`src/rtl/kf_pkg.sv`:
```
// Shared Kalman-filter fixed-point defaults and FSM state encodings,
// common to the serial KF stages (inv2_serial, kgain_mul2_serial).
package kf_pkg;

    localparam int KF_N    = 20;
    localparam int KF_FRAC = 10;

    localparam logic [1:0] ST_IDLE = 2'd0;
    localparam logic [1:0] ST_MAC  = 2'd1;
    localparam logic [1:0] ST_DONE = 2'd2;

endpackage

```
`src/rtl/kf_round_sat.sv`:
```
// Round-half-up, arithmetic shift by FRAC and saturate a wide signed
// accumulator back to an N-bit fixed-point word; sat flags clipping.
module kf_round_sat
    import kf_pkg::*;
#(
    parameter int N    = KF_N,
    parameter int FRAC = KF_FRAC,
    parameter int IN_W = 2 * N + 1
) (
    input  logic signed [IN_W-1:0] din,
    output logic signed [N-1:0]    dout,
    output logic                   sat
);

    // One guard bit above the input keeps the rounding bias from wrapping.
    localparam logic signed [IN_W:0] HALF = {{(IN_W + 1 - FRAC){1'b0}}, 1'b1, {(FRAC - 1){1'b0}}};
    localparam logic signed [IN_W:0] MAXV = {{(IN_W + 2 - N){1'b0}}, {(N - 1){1'b1}}};
    localparam logic signed [IN_W:0] MINV = {{(IN_W + 2 - N){1'b1}}, {(N - 1){1'b0}}};

    function automatic logic [N:0] round_sat(input logic signed [IN_W-1:0] x);
        logic signed [IN_W:0] biased;
        logic signed [IN_W:0] shifted;
        biased  = {x[IN_W-1], x} + HALF;
        shifted = biased >>> FRAC;
        if (shifted > MAXV)
            return {1'b1, MAXV[N-1:0]};
        else if (shifted < MINV)
            return {1'b1, MINV[N-1:0]};
        else
            return {1'b0, shifted[N-1:0]};
    endfunction

    assign {sat, dout} = round_sat(din);

endmodule

```
`src/rtl/kgain_mul2_serial.sv`:
```
// Kalman gain K = M * Sinv for 2x2 fixed-point matrices, computed serially
// with a single multiplier over eight MAC cycles.
module kgain_mul2_serial
    import kf_pkg::*;
#(
    parameter int N    = KF_N,
    parameter int FRAC = KF_FRAC
) (
    input  logic                clk,
    input  logic                rst_n,
    input  logic                start,
    input  logic signed [N-1:0] m11,
    input  logic signed [N-1:0] m12,
    input  logic signed [N-1:0] m21,
    input  logic signed [N-1:0] m22,
    input  logic signed [N-1:0] ia,
    input  logic signed [N-1:0] ib,
    input  logic signed [N-1:0] ic,
    input  logic signed [N-1:0] id,
    output logic                busy,
    output logic                done,
    output logic signed [N-1:0] k11,
    output logic signed [N-1:0] k12,
    output logic signed [N-1:0] k21,
    output logic signed [N-1:0] k22,
    output logic                ovf
);

    logic [1:0]            state;
    logic [2:0]            kcnt;
    logic signed [N-1:0]   lm11, lm12, lm21, lm22;
    logic signed [N-1:0]   lia, lib, lic, lid;
    logic signed [N-1:0]   op_m, op_s;
    logic signed [2*N-1:0] prod;
    logic signed [2*N:0]   prod_ext;
    logic signed [2*N:0]   acc;
    logic signed [2*N:0]   acc_sum;
    logic signed [N-1:0]   rs_out;
    logic                  rs_sat;

    assign busy = (state != ST_IDLE);
    assign done = (state == ST_DONE);

    // Step order walks K row by row: even steps pick the first term of a
    // dot product, odd steps the second.
    always_comb begin
        op_m = lm11;
        op_s = lia;
        case (kcnt)
            3'd0: begin op_m = lm11; op_s = lia; end
            3'd1: begin op_m = lm12; op_s = lic; end
            3'd2: begin op_m = lm11; op_s = lib; end
            3'd3: begin op_m = lm12; op_s = lid; end
            3'd4: begin op_m = lm21; op_s = lia; end
            3'd5: begin op_m = lm22; op_s = lic; end
            3'd6: begin op_m = lm21; op_s = lib; end
            3'd7: begin op_m = lm22; op_s = lid; end
            default: begin op_m = lm11; op_s = lia; end
        endcase
    end

    assign prod     = op_m * op_s;
    assign prod_ext = {prod[2*N-1], prod};
    assign acc_sum  = acc + prod_ext;

    kf_round_sat #(
        .N    (N),
        .FRAC (FRAC),
        .IN_W (2 * N + 1)
    ) u_round_sat (
        .din  (acc_sum),
        .dout (rs_out),
        .sat  (rs_sat)
    );

    // Operands are captured once at acceptance; the ports are free afterwards.
    always_ff @(posedge clk) begin
        if (state == ST_IDLE && start) begin
            lm11 <= m11;
            lm12 <= m12;
            lm21 <= m21;
            lm22 <= m22;
            lia  <= ia;
            lib  <= ib;
            lic  <= ic;
            lid  <= id;
        end
    end

    always_ff @(posedge clk or negedge rst_n) begin
        if (!rst_n) begin
            state <= ST_IDLE;
            kcnt  <= 3'd0;
            acc   <= '0;
            k11   <= '0;
            k12   <= '0;
            k21   <= '0;
            k22   <= '0;
            ovf   <= 1'b0;
        end else begin
            case (state)
                ST_IDLE: begin
                    if (start) begin
                        ovf   <= 1'b0;
                        kcnt  <= 3'd0;
                        state <= ST_MAC;
                    end
                end
                ST_MAC: begin
                    acc  <= kcnt[0] ? acc_sum : prod_ext;
                    kcnt <= kcnt + 3'd1;
                    if (kcnt[0]) begin
                        ovf <= ovf | rs_sat;
                        case (kcnt[2:1])
                            2'd0:    k11 <= rs_out;
                            2'd1:    k12 <= rs_out;
                            2'd2:    k21 <= rs_out;
                            default: k22 <= rs_out;
                        endcase
                    end
                    if (kcnt == 3'd7)
                        state <= ST_DONE;
                end
                ST_DONE: state <= ST_IDLE;
                default: state <= ST_IDLE;
            endcase
        end
    end

endmodule

```
`config.mk`:
```
export PLATFORM = sky130hd
export DESIGN_NAME = kgain_mul2_serial
export DESIGN_NICKNAME = d
export VERILOG_FILES = /design/src/rtl/kf_pkg.sv /design/src/rtl/kf_round_sat.sv /design/src/rtl/kgain_mul2_serial.sv
export SDC_FILE = /design/constraint.sdc
export NUM_CORES = 2
export LEC_CHECK = 0
export CAP_MARGIN = 30
export CORE_UTILIZATION = 40
export CTS_CLUSTER_SIZE = 28
export DETAILED_ROUTE_END_ITERATION = 16
export PLACE_DENSITY = 0.59
export SYNTH_ARGS = -nofsm -noshare
export SYNTH_HDL_FRONTEND = slang
export SYNTH_SLANG_ARGS = --single-unit
export TNS_END_PERCENT = 20
```
`constraint.sdc`:
```
create_clock -name clk -period 16.5 [get_ports clk]
set_input_delay 1.65 -clock clk [delete_from_list [all_inputs] [get_ports clk]]
set_output_delay 1.65 -clock clk [all_outputs]
set_load 0.005 [all_outputs]
```
======== Word level (Yosys, flattened, before mapping) ========
Index checks and enable logic that the tools add are counted.
word-level totals
  register bits ........................... 287
  output and inout port bits .............. 83
  word-level logic and storage cells ...... 73
cells by class
  $add $sub $neg .......................... 3
  $mul .................................... 1
  $lt $le $gt $ge ......................... 2
  equality and inequality tests ........... 14
  mux-type cells .......................... 13
  bitwise gates (word level) .............. 2
  reductions and logical operators ........ 22
operators with widths
  kind                      number
  $pmux W20 S4              2
  $add A41 B11 Y42 const B  1
  $mux W21                  2
  $add A41 B40 Y41          1
  $mux W41                  1
  $mul A20 B20 Y40          1
  $gt A32 B20 Y1 const B    1
  $lt A32 B20 Y1 const B    1
  $reduce_or A2 Y1          8
  $reduce_and A3 Y1         5
  $eq A3 B3 Y1 const B      4
  $eq A3 B2 Y1 const B      2
  $ne A2 B2 Y1 const B      3
  $pmux W3 S2               1
  $eq A2 B1 Y1 const B      2
  $eq A2 B2 Y1 const B      2
  $logic_not A2 Y1          2
  $mux W2                   2
  $pmux W2 S2               1
  $reduce_and A2 Y1         2
  $reduce_bool A2 Y1        2
  $add A3 B1 Y3 const B     1
  $eq A3 B1 Y1 const B      1
  $logic_not A3 Y1          1
  other kinds (7)           8

======== Depth between registers and ports, before layout ========
  word-level depth ........................ 12
  gate-level depth with buffers ........... 55
  depth with buffers taken out ............ 48

======== Cells and area by module ========
Synthesis repeated with hierarchy kept, for this count alone.
second synthesis, totals
  cell total of the unflattened synthesis .. 2,896
  area, all modules ....................... 29,460.8 µm²
by module, submodules not included
  module             instances  cells an instance  area each (µm²)  seq. area each (µm²)
  kgain_mul2_serial  1          2,739              28,295.9         7,982.7
  kf_round_sat       1          157                1,164.9          0.0

======== Least setup slack after synthesis ========
OpenSTA, ideal clock, no wires.
  path kind ............................... reg2reg
  start ................................... register kcnt[0]
  end ..................................... register k21[8]
  library setup time ...................... 0.145 ns
  data arrival time ....................... 12.101 ns
  data required time ...................... 16.355 ns
  slack ................................... 4.254 ns
  cell stages (with the launch flop) ...... 52
  cells stage by stage .................... dfrtp_1 > clkinv_1 > clkbuf_1 > ha_1 > nor2_1 > nor2_1 > or3_1 > clkbuf_1 > clkbuf_1 > buf_1 > o21ai_1 > nor2_1 > fa_1 > fa_1 > inv_1 > fa_1 > inv_1 > fa_1 > [... 16 more ...] > o21bai_1 > a21oi_1 > xnor2_1 > ha_1 > clkbuf_1 > nand4_1 > o41ai_1 > a31oi_1 > xnor2_1 > nand4_4 > or4_4 > or4b_1 > nor4_1 > o211ai_1 > nand2_1 > buf_6 > buf_6 > a311oi_1
on the way
  word-level cells in the longest chain between the ends .. 9
  elaborated cells on any way between the ends .. 26
RTL lines
  element                                     line                      text
  start, declared                             kgain_mul2_serial.sv:30   logic [2:0] kcnt;
  start signal, assigned                      kgain_mul2_serial.sv:111  kcnt <= kcnt + 3'd1;
  $eq A3 B3 Y1, or another cell as far along  kgain_mul2_serial.sv:49   case (kcnt)
  $reduce_or A2 Y1 (no source line)           --
  $pmux W20 S4                                kgain_mul2_serial.sv:49
  $mul A20 B20 Y40                            kgain_mul2_serial.sv:62   assign prod = op_m * op_s;
  $add A41 B40 Y41                            kgain_mul2_serial.sv:64   assign acc_sum = acc + prod_ext;
  $add A41 B11 Y42                            kf_round_sat.sv:23        biased = {x[IN_W-1], x} + HALF;
  $lt A32 B20 Y1                              kf_round_sat.sv:27        else if (shifted < MINV)
  $mux W21                                    kf_round_sat.sv:27
  $mux W21                                    kf_round_sat.sv:25        if (shifted > MAXV)
  end signal, assigned                        kgain_mul2_serial.sv:117  2'd2: k21 <= rs_out;
  end, declared                               kgain_mul2_serial.sv:24   output logic signed [N-1:0] k21,
Several ways; a longest one is shown, not always the timed one.
A chain may end at the register's enable or synchronous reset.

======== Worst setup path in the final report ========
  start ................................... register kcnt[1]
  end ..................................... register k21[11]
Same word-level chain as after synthesis.

==> results.ini <==
[run_status]
status=finished, violations left
violations=DRC

[setup_path]
timing.critical_path.to_type=flop
worstPathRequired_ns=16.91
rrSetupSlack_ns=2.16
startpoint_type=flop
ff2ff_path_depth=45
r2r_start=kcnt[1]
crit_arrival_ns=14.75
critPathMostFrequentCell=fa_1
crit_path_end=k21[11]
max_stage_delay_ns=0.82
crit_type=reg -> reg
crit-reg2reg-capture=k21[11]
crit_fanout=77
cpMaxStageDelayCell=o21ai_1
crit_start=kcnt[1]

[hold_path]
hp-class=reg -> reg

[clock_network]
cts_tree=built
cts_root_buf=clkbuf_16
cts_setup_buffers=0
clk_pin_slew_worst_paths_ns=0.07
cts-buffers-inserted=31
cts_hold_buf=0
ctsResizeCount=0
h-tree-depth=1
cts_sinks=287
clock_tree.buffer_depth=3
worstSkewPairLatency_ns=0.59

[placed_design]
placed_cell_area_mm2=0.0334
dp_hpwl_mm=65.6
finalWeightedCongestion=0.926
io_buffers=245
pre_cts_slack_ns=2.21

[detailed_routing]
drcViolationCount=8
via_per_inst=5.32
num_vias=22600
first_pass_iters=13
wl_per_cell_um=19.0
drt_wl_total_mm=81.0
drt_iter0_drc=1678
ant_nets=0

[synth]
synthTopCellsByArea=fa_1 (28%), edfxtp_1 (16%), dfrtp_1 (11%), ha_1 (6.5%), inv_1 (5.8%)
synth-warning-count=0
ys_seq_area_share_pct=26.8
synth_cell_types=90
synth_nets=3823
yosysMostFrequentCell=inv_1
synth_edf_count=160
synth_cells=3083
netlist_area_mm2=0.0298
ys_ff_latch=287
synth-async-reset-ratio_pct=44.3
synth_top_cell_area_share_pct=28.3
synthTopCellsByCount=inv_1 (463), fa_1 (421), nor2_1 (404)
ys.flop_type=edfxtp_1
avgSynthCellArea_um2=9.67
synth_top_area_cell=fa_1

[floorplanning]
std_cell_rows=99
io_pins=246
dieArea_mm2=0.0756
initial_core_util_pct=40.7
die_h_um=275
die_w_um=275
core_area_mm2=0.0733

[global_route]
grt.overflow.total=0
antenna_found_initial=0
grt_max_degree=96
grt_pass1_vias=22900
grtUsageTotal_pct=21.7
grt_pass1_wl_mm=129

[cells_and_area]
finish.instance_area_mm2=0.0343
diodes=0
fin_nets=4018
drive_gt1_share_pct=4.94
syn2layout_area_growth_pct=15.2
fillCellCount=6980

[timing]
skew_ns=0.0151
tns_ns=0
maxSlewViolCount=0
fmax_ghz=0.0698
whs_ns=0.485
worst_slew_pin_slew_ns=1.08
hold_viol_final=0
layout_min_cycle_time_ns=14.34
slew_headroom_pct=27.2
setup_viol=0
rsz0062_at_grt=no
finalCritPeriodShare_pct=86.9
worst_slack_ns=2.16

[job]
cap_violations=0

-- metal layers --
| metal | track usage [%] | vias up | wire length, µm |
|---|---|---|---|
| li1 | - | 10600 | - |
| met1 | 29.6 | 11200 | 36000 |
| met2 | 36.1 | 755 | 37700 |
| met3 | 2.93 | 113 | 4810 |
| met4 | 6.05 | 0 | 2500 |
| met5 | 0 | - | 0 |
-- final cells by class --
type	count	area, µm²	area share (%)
Timing Repair Buffer	308	2940	8.56
Inverter	466	1750	5.11
Multi-Input combinational cell	2184	19500	56.7
Sequential cell	287	7980	23.3
Tap cell	959	1200	3.49
Clock buffer	38	832	2.42
Clock inverter	15	143	0.415
-- flip-flops by register name, summed over array words and instances, names as in the netlist --
register  flops
acc          41
k11          20
k12          20
k21          20
k22          20
lia          20
lib          20
lic          20
lid          20
lm11         20
lm12         20
lm21         20
lm22         20
kcnt          3
state         2
ovf           1
-- worst max-delay path: cells and delay by family (launching register included) --
| kind | cells | cell delay (ns) |
|---|---|---|
| fa+ha+maj | 10 | 4.76 |
| compound gates | 14 | 3.50 |
| simple gates | 10 | 3.28 |
| buf+inv | 9 | 1.48 |
| xor+xnor | 2 | 0.55 |
| flops | 1 | 0.48 |
-- cell families (layout without fill, tap and decap cells) --
family                   Yosys count  in the layout  share of synthesized area (%)
flip-flops                       287            287                           26.8
XOR/XNOR                          91             91                           2.72
adder cells (fa/ha/maj)          577            577                           34.8
multiplexers                      42             42                           1.49
AO/OA/AOI/OAI                    548            548                           12.8
buffers and inverters            612            827                           7.96
AND/OR/NAND/NOR                  926            926                           13.5
-- layout by cell type, fill, tap and decap left out, types with 17 or more instances in the layout --
master,instances
a31oi_1,23
nor2_1,404
a222oi_1,32
clkdlybuf4s50_1,244
xnor2_1,67
inv_1,462
dfrtp_1,126
clkbuf_16,31
ha_1,156
nand2b_1,32
edfxtp_1,160
a21o_1,33
a211oi_1,17
a21oi_1,105
nand2_1,311
xor2_1,23
o21a_1,33
mux2i_1,31
a311oi_1,68
nand4_1,18
o21ai_1,24
nor3_1,25
fa_1,421
o21ai_0,106
nand3_1,35
buf_4,60
-- through the flow --
stage,utilization [%],std cells
floorplan,-,3083
global route,46.8,4257
CTS,46.8,4257
finish,46.8,4257
global placement,45.4,4198
detailed placement,45.5,4204
-- how the worst min path moves through the flow --
| stage | slack [ns] | cells after the start | end | from |
|---|---|---|---|---|
| finish | 0.48 | 2 | acc[21] | acc[21] |
| global route | 0.49 | 2 | acc[21] | acc[21] |
| CTS | 0.48 | 2 | acc[21] | acc[21] |
| detailed placement | 0.47 | 2 | acc[21] | acc[21] |
| global placement | 0.46 | 2 | acc[21] | acc[21] |
| floorplan | 0.45 | 2 | acc[21] | acc[21] |
Power is left out: the tool's default activity adds up to more than one toggle a clock period on the data nets, which glitch-free logic cannot reach.
